### src/rtl/stopwatch_pkg.sv
// Shared encodings for the lap timer: FSM state type and its 2-bit codes.
package stopwatch_pkg;
   typedef enum logic [1:0] {
      IDLE    = 2'b00,
      RUNNING = 2'b01,
      PAUSED  = 2'b10,
      EXPIRED = 2'b11
   } state_t;
endpackage

### src/rtl/lap_fifo.sv
// Lap capture FIFO: power-of-2 depth, sticky overflow on a dropped push,
// push into a full FIFO is accepted when a pop happens in the same cycle.
module lap_fifo #(
   parameter int CNT_W     = 16,
   parameter int LAP_DEPTH = 4
) (
   input  logic             clk,
   input  logic             rst_n,
   input  logic             clear,
   input  logic             push,
   input  logic             ready,
   input  logic [CNT_W-1:0] din,
   output logic             valid,
   output logic [CNT_W-1:0] dout,
   output logic             full,
   output logic             overflow
);
   localparam int AW = $clog2(LAP_DEPTH);

   logic [CNT_W-1:0] mem [LAP_DEPTH];
   logic [AW:0]      wr_ptr, rd_ptr;
   logic             pop, push_ok;

   // Extra pointer bit distinguishes full from empty.
   assign valid   = (wr_ptr != rd_ptr);
   assign full    = (wr_ptr[AW] != rd_ptr[AW]) && (wr_ptr[AW-1:0] == rd_ptr[AW-1:0]);
   assign dout    = mem[rd_ptr[AW-1:0]];
   assign pop     = valid && ready;
   assign push_ok = push && (!full || pop);

   always_ff @(posedge clk) begin
      if (!rst_n || clear) begin
         wr_ptr   <= '0;
         rd_ptr   <= '0;
         overflow <= 1'b0;
      end else begin
         if (push_ok) begin
            mem[wr_ptr[AW-1:0]] <= din;
            wr_ptr              <= wr_ptr + 1'b1;
         end
         if (pop)
            rd_ptr <= rd_ptr + 1'b1;
         if (push && !push_ok)
            overflow <= 1'b1;
      end
   end
endmodule

### src/rtl/lap_timer_ctrl.sv
// Stopwatch / countdown controller with a prescaled tick and a lap capture FIFO.
module lap_timer_ctrl
   import stopwatch_pkg::*;
#(
   parameter int CNT_W     = 16,
   parameter int PRESCALE  = 1000,
   parameter int LAP_DEPTH = 4
) (
   input  logic             clk,
   input  logic             rst_n,
   input  logic             start,
   input  logic             stop,
   input  logic             reset,
   input  logic             lap,
   input  logic             mode_down,
   input  logic [CNT_W-1:0] load_val,
   output logic [1:0]       state,
   output logic [CNT_W-1:0] count,
   output logic             tick,
   output logic             expired,
   output logic             lap_valid,
   output logic [CNT_W-1:0] lap_data,
   input  logic             lap_ready,
   output logic             lap_full,
   output logic             lap_overflow
);
   localparam int            PW   = (PRESCALE > 1) ? $clog2(PRESCALE) : 1;
   localparam logic [PW-1:0] PMAX = PW'(PRESCALE - 1);

   state_t        cur_st, nxt_st;
   logic [PW-1:0] presc;
   logic          mode_dn;
   logic          at_one;
   logic          push;

   assign at_one = (count == CNT_W'(1));
   assign state  = cur_st;

   always_ff @(posedge clk) begin
      if (!rst_n) cur_st <= IDLE;
      else        cur_st <= nxt_st;
   end

   // Expiry beats a same-cycle stop so the count never rests at 0 while paused.
   always_comb begin
      nxt_st = cur_st;
      if (reset)
         nxt_st = IDLE;
      else begin
         case (cur_st)
            IDLE:    if (start) nxt_st = (mode_down && load_val == '0) ? EXPIRED : RUNNING;
            RUNNING: if (tick && mode_dn && at_one) nxt_st = EXPIRED;
                     else if (stop)                 nxt_st = PAUSED;
            PAUSED:  if (start) nxt_st = RUNNING;
            default: nxt_st = cur_st;
         endcase
      end
   end

   always_comb begin
      tick    = (cur_st == RUNNING) && (presc == PMAX);
      expired = (cur_st == EXPIRED);
   end

   always_ff @(posedge clk) begin
      if (!rst_n) begin
         count   <= '0;
         presc   <= '0;
         mode_dn <= 1'b0;
      end else if (reset || cur_st == IDLE) begin
         count <= mode_down ? load_val : '0;
         presc <= '0;
         if (!reset && start)
            mode_dn <= mode_down;
      end else begin
         case (cur_st)
            RUNNING: begin
               presc <= (presc == PMAX) ? '0 : presc + 1'b1;
               if (tick) begin
                  if (!mode_dn)          count <= count + 1'b1;
                  else if (count != '0)  count <= count - 1'b1;
               end
            end
            EXPIRED: begin
               presc <= '0;
               count <= '0;
            end
            default: ;
         endcase
      end
   end

   assign push = lap && (cur_st == RUNNING || cur_st == PAUSED);

   lap_fifo #(.CNT_W(CNT_W), .LAP_DEPTH(LAP_DEPTH)) u_fifo (
      .clk      (clk),
      .rst_n    (rst_n),
      .clear    (reset),
      .push     (push),
      .ready    (lap_ready),
      .din      (count),
      .valid    (lap_valid),
      .dout     (lap_data),
      .full     (lap_full),
      .overflow (lap_overflow)
   );
endmodule

### config.mk
export PLATFORM = sky130hd
export DESIGN_NAME = lap_timer_ctrl
export DESIGN_NICKNAME = d
export VERILOG_FILES = /design/src/rtl/stopwatch_pkg.sv /design/src/rtl/lap_fifo.sv /design/src/rtl/lap_timer_ctrl.sv
export SDC_FILE = /design/constraint.sdc
export NUM_CORES = 1
export LEC_CHECK = 0
export ABC_CLOCK_PERIOD_IN_PS = 5700
export BUFFER_PORTS_ARGS = -buffer_cell sky130_fd_sc_hd__buf_2
export CELL_PAD_IN_SITES_DETAIL_PLACEMENT = 1
export CELL_PAD_IN_SITES_GLOBAL_PLACEMENT = 2
export CORE_UTILIZATION = 40
export DETAILED_ROUTE_END_ITERATION = 7
export PLACE_DENSITY_LB_ADDON = 0.1
export SLEW_MARGIN = 15
export SYNTH_ARGS = -nofsm -noshare
export SYNTH_HDL_FRONTEND = slang
export SYNTH_SLANG_ARGS = --single-unit
### constraint.sdc
create_clock -name clk -period 5.7 [get_ports clk]
set_clock_uncertainty 0.05 [all_clocks]
set_input_delay 0.57 -clock clk [delete_from_list [all_inputs] [get_ports clk]]
set_output_delay 0.57 -clock clk [all_outputs]
set_load 0.02 [all_outputs]
==> results of run 1 <==
## worst max-delay path by stage
stage | to | slack, ps
floorplan | u_fifo.mem[3][0] | 2850
global placement | u_fifo.mem[1][8] | 3060
detailed placement | u_fifo.mem[0][13] | 2950
CTS | lap_data[6] | 2820
global route | count[14] | 2890
finish | count[14] | 3100
## cell type report
class                   count  area [um2]
flip-flops and latches    102        2684
multi-input cells         275        2123
inverters                   9       33.78
clock inverters             6       45.04
well taps                 168       210.2
fillers                  1289        6396
repair buffers             66       340.3
clock buffers              10       229.0
## where the power goes
part	switching, mW	internal [mW]	leakage (nW)
registers	0.0279	0.792	0.910
clock network	0.273	0.299	0.128
logic	0.0693	0.0464	0.934
total	0.370	1.14	1.97
## flip-flops by register name (all words and copies together) (netlist names), named ones only
register / flops
count: 16
mode_dn: 1
presc: 10
state: 2
u_fifo.mem: 64
u_fifo.overflow: 1
u_fifo.rd_ptr: 3
u_fifo.wr_ptr: 3
## cells in the final DEF (no fill, tap or decap), types with 4 or more instances in the layout
master / n
sky130_fd_sc_hd__edfxtp_1: 64
sky130_fd_sc_hd__buf_2: 62
sky130_fd_sc_hd__dfxtp_1: 37
sky130_fd_sc_hd__nor2_1: 30
sky130_fd_sc_hd__nand2_1: 24
sky130_fd_sc_hd__mux4_2: 16
sky130_fd_sc_hd__nand3_1: 16
sky130_fd_sc_hd__a21oi_1: 16
sky130_fd_sc_hd__ha_1: 14
sky130_fd_sc_hd__nor4_1: 10
sky130_fd_sc_hd__inv_1: 9
sky130_fd_sc_hd__nor3_1: 9
sky130_fd_sc_hd__a22oi_1: 9
sky130_fd_sc_hd__clkbuf_16: 9
sky130_fd_sc_hd__xnor2_1: 7
sky130_fd_sc_hd__a311oi_1: 7
sky130_fd_sc_hd__o21a_1: 7
sky130_fd_sc_hd__nand2b_1: 6
sky130_fd_sc_hd__and2_1: 6
sky130_fd_sc_hd__xor2_1: 5
sky130_fd_sc_hd__and3_1: 5
sky130_fd_sc_hd__a221oi_1: 5
sky130_fd_sc_hd__o21ai_0: 5
sky130_fd_sc_hd__nand4_1: 4
sky130_fd_sc_hd__mux2i_1: 4
sky130_fd_sc_hd__a32oi_1: 4
sky130_fd_sc_hd__or3_1: 4
sky130_fd_sc_hd__o22ai_1: 4
sky130_fd_sc_hd__buf_4: 4
## stage by stage
stage | total power [mW] | setup WS [ps]
global route | 1.568 | 2893
finish | 1.508 | 3098
detailed placement | 0.9521 | 2948
floorplan | 0.9062 | 2847
CTS | 1.528 | 2821
global placement | 0.9486 | 3059
## kinds of logic (layout without fill, tap and decap cells)
family | count (synthesis) | in the layout | share of synthesized area
adders and majority gates | 14 | 14 | 0.03534
xor gates and xnor gates | 12 | 12 | 0.02120
buffers and inverters | 36 | 91 | 0.03155
and+or+nand+nor | 146 | 146 | 0.1671
DFF | 102 | 102 | 0.5411
AOI/OAI and AO/OA | 82 | 82 | 0.1206
muxes | 21 | 21 | 0.08304
## per-layer routing
metal  track usage  vias up
met5             0        -
met4       0.05789        0
met3       0.04178       11
met2        0.3313       81
met1        0.2717     1780
li1              -     1712
==> PnR_summary.wiki, run 1 <==
{| class="wikitable"
! Metric !! Value
|-
| Status || finished clean
|-
| Maximum ir drop on the vdd rail || 0.1275 mV
|-
| Post-DR vias/cell || roughly 5.6
|-
| Length of the first detailed-routing pass in iterations || 4
|-
| Largest delay contributor family on the critical path || simple AND/OR/NAND/NOR gates
|-
| Dominant cell by count in the synthesized netlist || sky130_fd_sc_hd__edfxtp_1
|-
| Buffers plus inverters on the worst setup path || 1
|-
| Startpoint of the worst-slack reg-to-reg timing path || count[0]
|-
| Class of the most critical hold timing path || register to register
|-
| Cell area power density || around 270 mW/mm2
|-
| Final routed wirelength across all metal layers || 12210 um
|-
| Post-synthesis instance area || between 0.004 and 0.005 mm2
|-
| Bufs on Longest Clock Path || 2
|-
| Min-Delay Path Depth || 1
|-
| Reg-to-reg endpoint || count[14]
|-
| Fraction of registers with async set/reset || 0
|-
| TritonCTS clock tree || done
|-
| Vias in the first global route || 3549
|-
| Root buffer cell || sky130_fd_sc_hd__clkbuf_16
|-
| Reg-to-reg slack, setup || approximately 3100 ps
|-
| H-tree lvl count || 3
|-
| Synth top area cells || sky130_fd_sc_hd__edfxtp_1 (39%), sky130_fd_sc_hd__dfxtp_1 (15%), sky130_fd_sc_hd__mux4_2 (7.3%), sky130_fd_sc_hd__ha_1 (3.5%), sky130_fd_sc_hd__nor2_1 (2.3%)
|-
| Wire length of the first global-routing pass || 19480 um
|-
| Min-delay src || u_fifo.overflow
|-
| Topmost layer with routed signal wires || met4
|-
| Hold Violations, Final || 0
|-
| Remaining antenna violation count || 0
|-
| Cell-by-cell trace of the critical path || inv_1 > ha_1 > nor4bb_1 > a22oi_1 > nor3_1 > a22oi_1 > o221ai_1
|-
| Number of buffers created by CTS || 9
|-
| Min-Delay Endpoint || u_fifo.overflow
|-
| Final non-filler cell total || around 640
|-
| Post-CTS setup buffers || 0
|-
| Worst max-slew margin expressed relative to the limit || 0.4663
|-
| Latest clock arrival within the worst-skew pair || 350 ps
|-
| Total of endpoints with negative setup slack in the final report || 0
|-
| Number of antenna violations at the first check in global routing || 0
|-
| DR iter-0 viols || about 240
|-
| Final Instance Area || 0.005665 mm2
|-
| Main flop type after synthesis || sky130_fd_sc_hd__edfxtp_1
|-
| Required time of the critical path || 5920 ps
|-
| Floorplan die width || 113.3 um
|-
| Vias after detailed routing || ~3600
|-
| CP arrival || between 2000 and 3000 ps
|-
| # rows || 40
|-
| Yosys warning count || 0
|-
| Clock sinks || 102
|-
| Worst setup startpoint || count[0]
|-
| Slew of the pin with the lowest slew margin || 800.5 ps
|-
| Number of enable-type register cells in the synthesized netlist || 64
|-
| Max Clk Rate || 384.4 MHz
|-
| Met3 routed wirelength || between 400 and 500 um
|-
| Cell with the largest stage delay on the worst path || sky130_fd_sc_hd__nor4bb_1
|-
| DP Wirelength || 8572 um
|-
| Net count reported at finish || roughly 500
|-
| Category of the critical setup timing path || register to register
|-
| Number of top-level pins || 63
|-
| Hold bufs inserted after CTS || 0
|-
| Portion of the post-synthesis area used by sequential elements || 0.5411
|-
| Reported leakage power || 1.971 nW
|-
| Unrepaired setup endpoints after global routing || false
|-
| Total Negative Setup Slacks || 0 ps
|-
| Net count of the mapped netlist || roughly 450
|-
| Clock transition at the register clock pins on the worst setup and hold paths after CTS || 70 ps
|-
| Wire length per cell || 19.20 um
|-
| Post-synthesis cell type count || 68
|-
| Slew Limit Fails || 0
|-
| Initial cell density of the core || 0.4110
|-
| Final critical-path share of the clock period || 0.4564
|-
| Overall fraction of global-route tracks in use || 0.2021
|-
| Setup crit end kind || register
|-
| IO buf count || 62
|-
| Most common library cells after synthesis || sky130_fd_sc_hd__edfxtp_1 (64), sky130_fd_sc_hd__dfxtp_1 (38), sky130_fd_sc_hd__nor2_1 (30)
|-
| Placement-stage cell area || 0.005390 mm2
|-
| Floorplan core area || 0.01206 mm2
|-
| Count of state elements after synthesis || 102
|-
| Count of cells along the worst register-to-register path || 7
|-
| Die Footprint || 0.01284 mm2
|-
| Worst hold margin || 419.6 ps
|-
| Leading area contributor after synthesis || sky130_fd_sc_hd__edfxtp_1
|-
| Wl on met1 || 5807 um
|-
| Max Fanout on Critical Path || 11
|-
| Max capacitance violation total || 0
|-
| Average cell area after synthesis || about 12 um2
|-
| Worst setup SP type || register
|-
| Wire length on met2 || 5822 um
|-
| Number of instances in the synthesized netlist || between 400 and 500
|-
| Core occupancy in the finished layout || 0.4697
|-
| Area share of the leading cell type in the synthesized netlist || 0.3877
|-
| Share of layout cells above drive strength 1 || 0.2350
|-
| Height of the chip || 113.3 um
|-
| Remaining Overflow, GRT || 0
|-
| Cell with the most instances on the worst path || sky130_fd_sc_hd__a22oi_1
|-
| Resize count post-CTS || 0
|-
| Pin count of the biggest net entering global routing || 22
|-
| Final Critical Period || 2602 ps
|-
| Post-synthesis to final-layout area growth || 14.29%
|-
| Gpl congestion || 0.7162
|-
| CP max stage delay || 570 ps
|-
| Total number of cells along the worst setup path || 7
|-
| Number of antenna cells inserted || 0
|-
| Total DRC errors in the routed layout || 0
|-
| DP Cell Count || 620
|}
Power figures use the tool's default switching activity.
==> run 2: changes to the inputs <==
--- a/config.mk
+++ b/config.mk
@@ -5,11 +5,11 @@
 export SDC_FILE = /design/constraint.sdc
 export NUM_CORES = 1
 export LEC_CHECK = 0
-export ABC_CLOCK_PERIOD_IN_PS = 5700
+export ABC_CLOCK_PERIOD_IN_PS = 2700
 export BUFFER_PORTS_ARGS = -buffer_cell sky130_fd_sc_hd__buf_2
 export CELL_PAD_IN_SITES_DETAIL_PLACEMENT = 1
 export CELL_PAD_IN_SITES_GLOBAL_PLACEMENT = 2
-export CORE_UTILIZATION = 40
+export CORE_UTILIZATION = 39
 export DETAILED_ROUTE_END_ITERATION = 7
 export PLACE_DENSITY_LB_ADDON = 0.1
 export SLEW_MARGIN = 15
==> constraint.sdc (replaced) <==
create_clock -name clk -period 2.7 [get_ports clk]
set_clock_uncertainty 0.05 [all_clocks]
set_input_delay 0.27 -clock clk [delete_from_list [all_inputs] [get_ports clk]]
set_output_delay 0.27 -clock clk [all_outputs]
set_load 0.02 [all_outputs]
==> PnR_summary.wiki, run 2 (same netlist as run 1, synthesis figures left out) <==
{| class="wikitable"
! Metric !! Value
|-
| Share of layout cells above drive strength 1 || 0.2699 (was 0.2350)
|-
| Total Negative Setup Slacks || 0 ps (unchanged)
|-
| Number of antenna cells inserted || 0 (unchanged)
|-
| Most common cell after layout, fill and taps aside || sky130_fd_sc_hd__edfxtp_1 (unchanged)
|-
| Remaining Overflow, GRT || 0 (unchanged)
|-
| Maximum ir drop on the vdd rail || 0.2739 mV (was 0.1275 mV)
|-
| Worst setup SP type || register (unchanged)
|-
| Proportion of power drawn by combinational gates || 0.092 (was 0.077)
|-
| Max Clk Rate || 403.6 MHz (was 384.4 MHz)
|-
| Final routed wirelength across all metal layers || 12770 um (was 12210 um)
|-
| Class of the most critical hold timing path || input port to register (was register to register)
|-
| Max Fanout on Critical Path || 6 (was 11)
|-
| Root buffer cell || sky130_fd_sc_hd__clkbuf_16 (unchanged)
|-
| Wire length per cell || 19.43 um (was 19.20 um)
|-
| Bufs on Longest Clock Path || 2 (unchanged)
|-
| Reg-to-reg slack, setup || 220 ps (was 3100 ps)
|-
| Category of the critical setup timing path || register to register (unchanged)
|-
| Global Route met1 Usage || 0.2761 (was 0.2717)
|-
| Total of endpoints with negative setup slack in the final report || 0 (unchanged)
|-
| Resize count post-CTS || 0 (unchanged)
|-
| Worst max-slew margin expressed relative to the limit || 0.5541 (was 0.4663)
|-
| Cell-by-cell trace of the critical path || inv_1 > ha_1 > or4b_2 > nor3_1 > nand4_1 > a21oi_1 > mux2_1 (was inv_1 > ha_1 > nor4bb_1 > a22oi_1 > nor3_1 > a22oi_1 > o221ai_1)
|-
| Clock sinks || 102 (unchanged)
|-
| Int Power || 2.433 mW (was 1.138 mW)
|-
| Post-CTS setup buffers || 0 (unchanged)
|-
| Final critical-path share of the clock period || 0.9176 (was 0.4564)
|-
| NetSw || 851.4 uW (was 370.2 uW)
|-
| Cell area power density || 562.8 mW/mm2 (was 266.2 mW/mm2)
|-
| Global-route track usage on met3 || 0.03901 (was 0.04178)
|-
| Vias after detailed routing || 3691 (was 3584)
|-
| DP Wirelength || 9190 um (was 8572 um)
|-
| Total DRC errors in the routed layout || 0 (unchanged)
|-
| Required time of the critical path || 2960 ps (was 5920 ps)
|-
| Placement Setup Slack || 213.0 ps (was 2948 ps)
|-
| Max capacitance violation total || 0 (unchanged)
|-
| Hold Violations, Final || 0 (unchanged)
|-
| Fraction of power consumed by the clock network || 0.392 (was 0.380)
|-
| Switch share || 0.2592 (was 0.2454)
|-
| Final non-filler cell total || 657 (was 636)
|-
| Hold bufs inserted after CTS || 0 (unchanged)
|-
| Unrepaired setup endpoints after global routing || false (unchanged)
|-
| Flip-flop count of the largest register, all copies and words added || 64 (unchanged)
|-
| CP max stage delay || 750 ps (was 570 ps)
|-
| H-tree lvl count || 3 (unchanged)
|-
| Worst Slack Setup Final || 222.5 ps (was 3098 ps)
|-
| Pin count of the biggest net entering global routing || 21 (was 22)
|-
| TritonCTS clock tree || done (unchanged)
|-
| Remaining antenna violation count || 0 (unchanged)
|-
| Number of top-level pins || 63 (unchanged)
|-
| Wire length of the first global-routing pass || 20460 um (was 19480 um)
|-
| Final Critical Period || 2477 ps (was 2602 ps)
|-
| Top Usage Layer GRT || met2 (unchanged)
|-
| Post-DR vias/cell || 5.618 (was 5.635)
|-
| Post-synthesis to final-layout area growth || 17.72% (was 14.29%)
|-
| CP arrival || 2730 ps (was 2820 ps)
|-
| Initial cell density of the core || 0.4059 (was 0.4110)
|-
| # rows || 40 (unchanged)
|-
| Clock transition at the register clock pins on the worst setup and hold paths after CTS || 70 ps (about the same)
|-
| Slew of the pin with the lowest slew margin || 668.9 ps (was 800.5 ps)
|-
| IO buf count || 62 (unchanged)
|-
| Length of the first detailed-routing pass in iterations || 5 (was 4)
|-
| Number of buffers created by CTS || 9 (unchanged)
|-
| Floorplan die width || 114.7 um (was 113.3 um)
|-
| Routing usage on met2 || 0.3531 (was 0.3313)
|-
| DR iter-0 viols || 258 (was 236)
|-
| Latest clock arrival within the worst-skew pair || 360 ps (was 350 ps)
|-
| Cell with the largest stage delay on the worst path || sky130_fd_sc_hd__or4b_2 (was sky130_fd_sc_hd__nor4bb_1)
|-
| Slew Limit Fails || 0 (unchanged)
|-
| Setup crit end kind || register (unchanged)
|-
| Top library cells by usage in the layout, fill and taps aside || sky130_fd_sc_hd__edfxtp_1 (64), sky130_fd_sc_hd__buf_2 (62), sky130_fd_sc_hd__dfxtp_1 (38) (was sky130_fd_sc_hd__edfxtp_1 (64), sky130_fd_sc_hd__buf_2 (62), sky130_fd_sc_hd__dfxtp_1 (37))
|-
| Sequential cell fraction of total power || 0.516 (was 0.544)
|-
| DP Cell Count || 641 (was 620)
|-
| Height of the chip || 114.7 um (was 113.3 um)
|-
| Floorplan core area || 0.01221 mm2 (was 0.01206 mm2)
|-
| Net count reported at finish || 522 (was 501)
|-
| Reported leakage power || 2.091 nW (was 1.971 nW)
|-
| Die Footprint || 0.01317 mm2 (was 0.01284 mm2)
|-
| Status || finished clean (unchanged)
|-
| Vias in the first global route || 3738 (was 3549)
|-
| Overall fraction of global-route tracks in use || 0.2103 (was 0.2021)
|-
| Gpl congestion || 0.7895 (was 0.7162)
|-
| Number of antenna violations at the first check in global routing || 0 (unchanged)
|}
## run 2: cell count changes in the layout (fill, tap and decap cells not counted)
cell	change
sky130_fd_sc_hd__inv_6	-2
sky130_fd_sc_hd__inv_8	+3
sky130_fd_sc_hd__clkbuf_1	-1
sky130_fd_sc_hd__dfxtp_2	-1
sky130_fd_sc_hd__dfxtp_1	+1
sky130_fd_sc_hd__buf_4	+21
sky130_fd_sc_hd__clkinv_2	+1
sky130_fd_sc_hd__clkinv_1	-1
## run 2: area by class of cell
| cell class | instances | area [um2] |
|---|---|---|
| tap | 168 | 210.2 |
| fill | 1343 | 6376 |
| multi-input combinational | 275 | 2123 |
| timing repair buffer | 87 | 498.0 |
| clock buffer | 9 | 225.2 |
| clock inverter | 7 | 62.56 |
| inverter | 9 | 33.78 |
| sequential | 102 | 2683 |
## run 2: worst paths after layout
check | startpoint | cells after the start | end
max | state[0] | 7 | state[1]
min reg2reg | u_fifo.overflow | 1 | u_fifo.overflow
max reg2reg | state[0] | 7 | state[1]
min | load_val[12] | 3 | count[12]
## run 2: routing by layer
layer	wire (um)	share of wire
met5	0	0
met4	166	0.013
met3	395	0.031
met2	6187	0.48
met1	6018	0.47
## run 2: stage by stage
| step | util | hold WS (ps) | area, um2 | power, mW |
|---|---|---|---|---|
| finish | 0.4779 | 139.9 | 5836 | 3.284 |
| global route | 0.4779 | 169.6 | 5836 | 3.397 |
| CTS | 0.4779 | 133.9 | 5836 | 3.314 |
| detailed placement | 0.4543 | 404.9 | 5548 | 2.034 |
| global placement | 0.4543 | 392.5 | 5548 | 2.027 |
| floorplan | - | 363.9 | 4962 | 1.913 |
## run 2: power by group through the flow
stage / Combinational, mW / Clock (mW) / Sequential (mW)
2_1_floorplan: 0.163 / 0 / 1.75
3_3_place_gp: 0.297 / 0 / 1.73
3_5_place_dp: 0.303 / 0 / 1.73
4_1_cts: 0.304 / 1.31 / 1.69
5_1_grt: 0.329 / 1.37 / 1.70
6_report: 0.303 / 1.29 / 1.69
## run 2: worst max-delay path, delay by kind of cell (launching register included)
family                     cells  cell delay, ps
AOI/OAI and AO/OA              1             200
adders and majority gates      1             370
buffers and inverters          1             110
DFF                            1             430
muxes                          1             150
and+or+nand+nor                3            1110
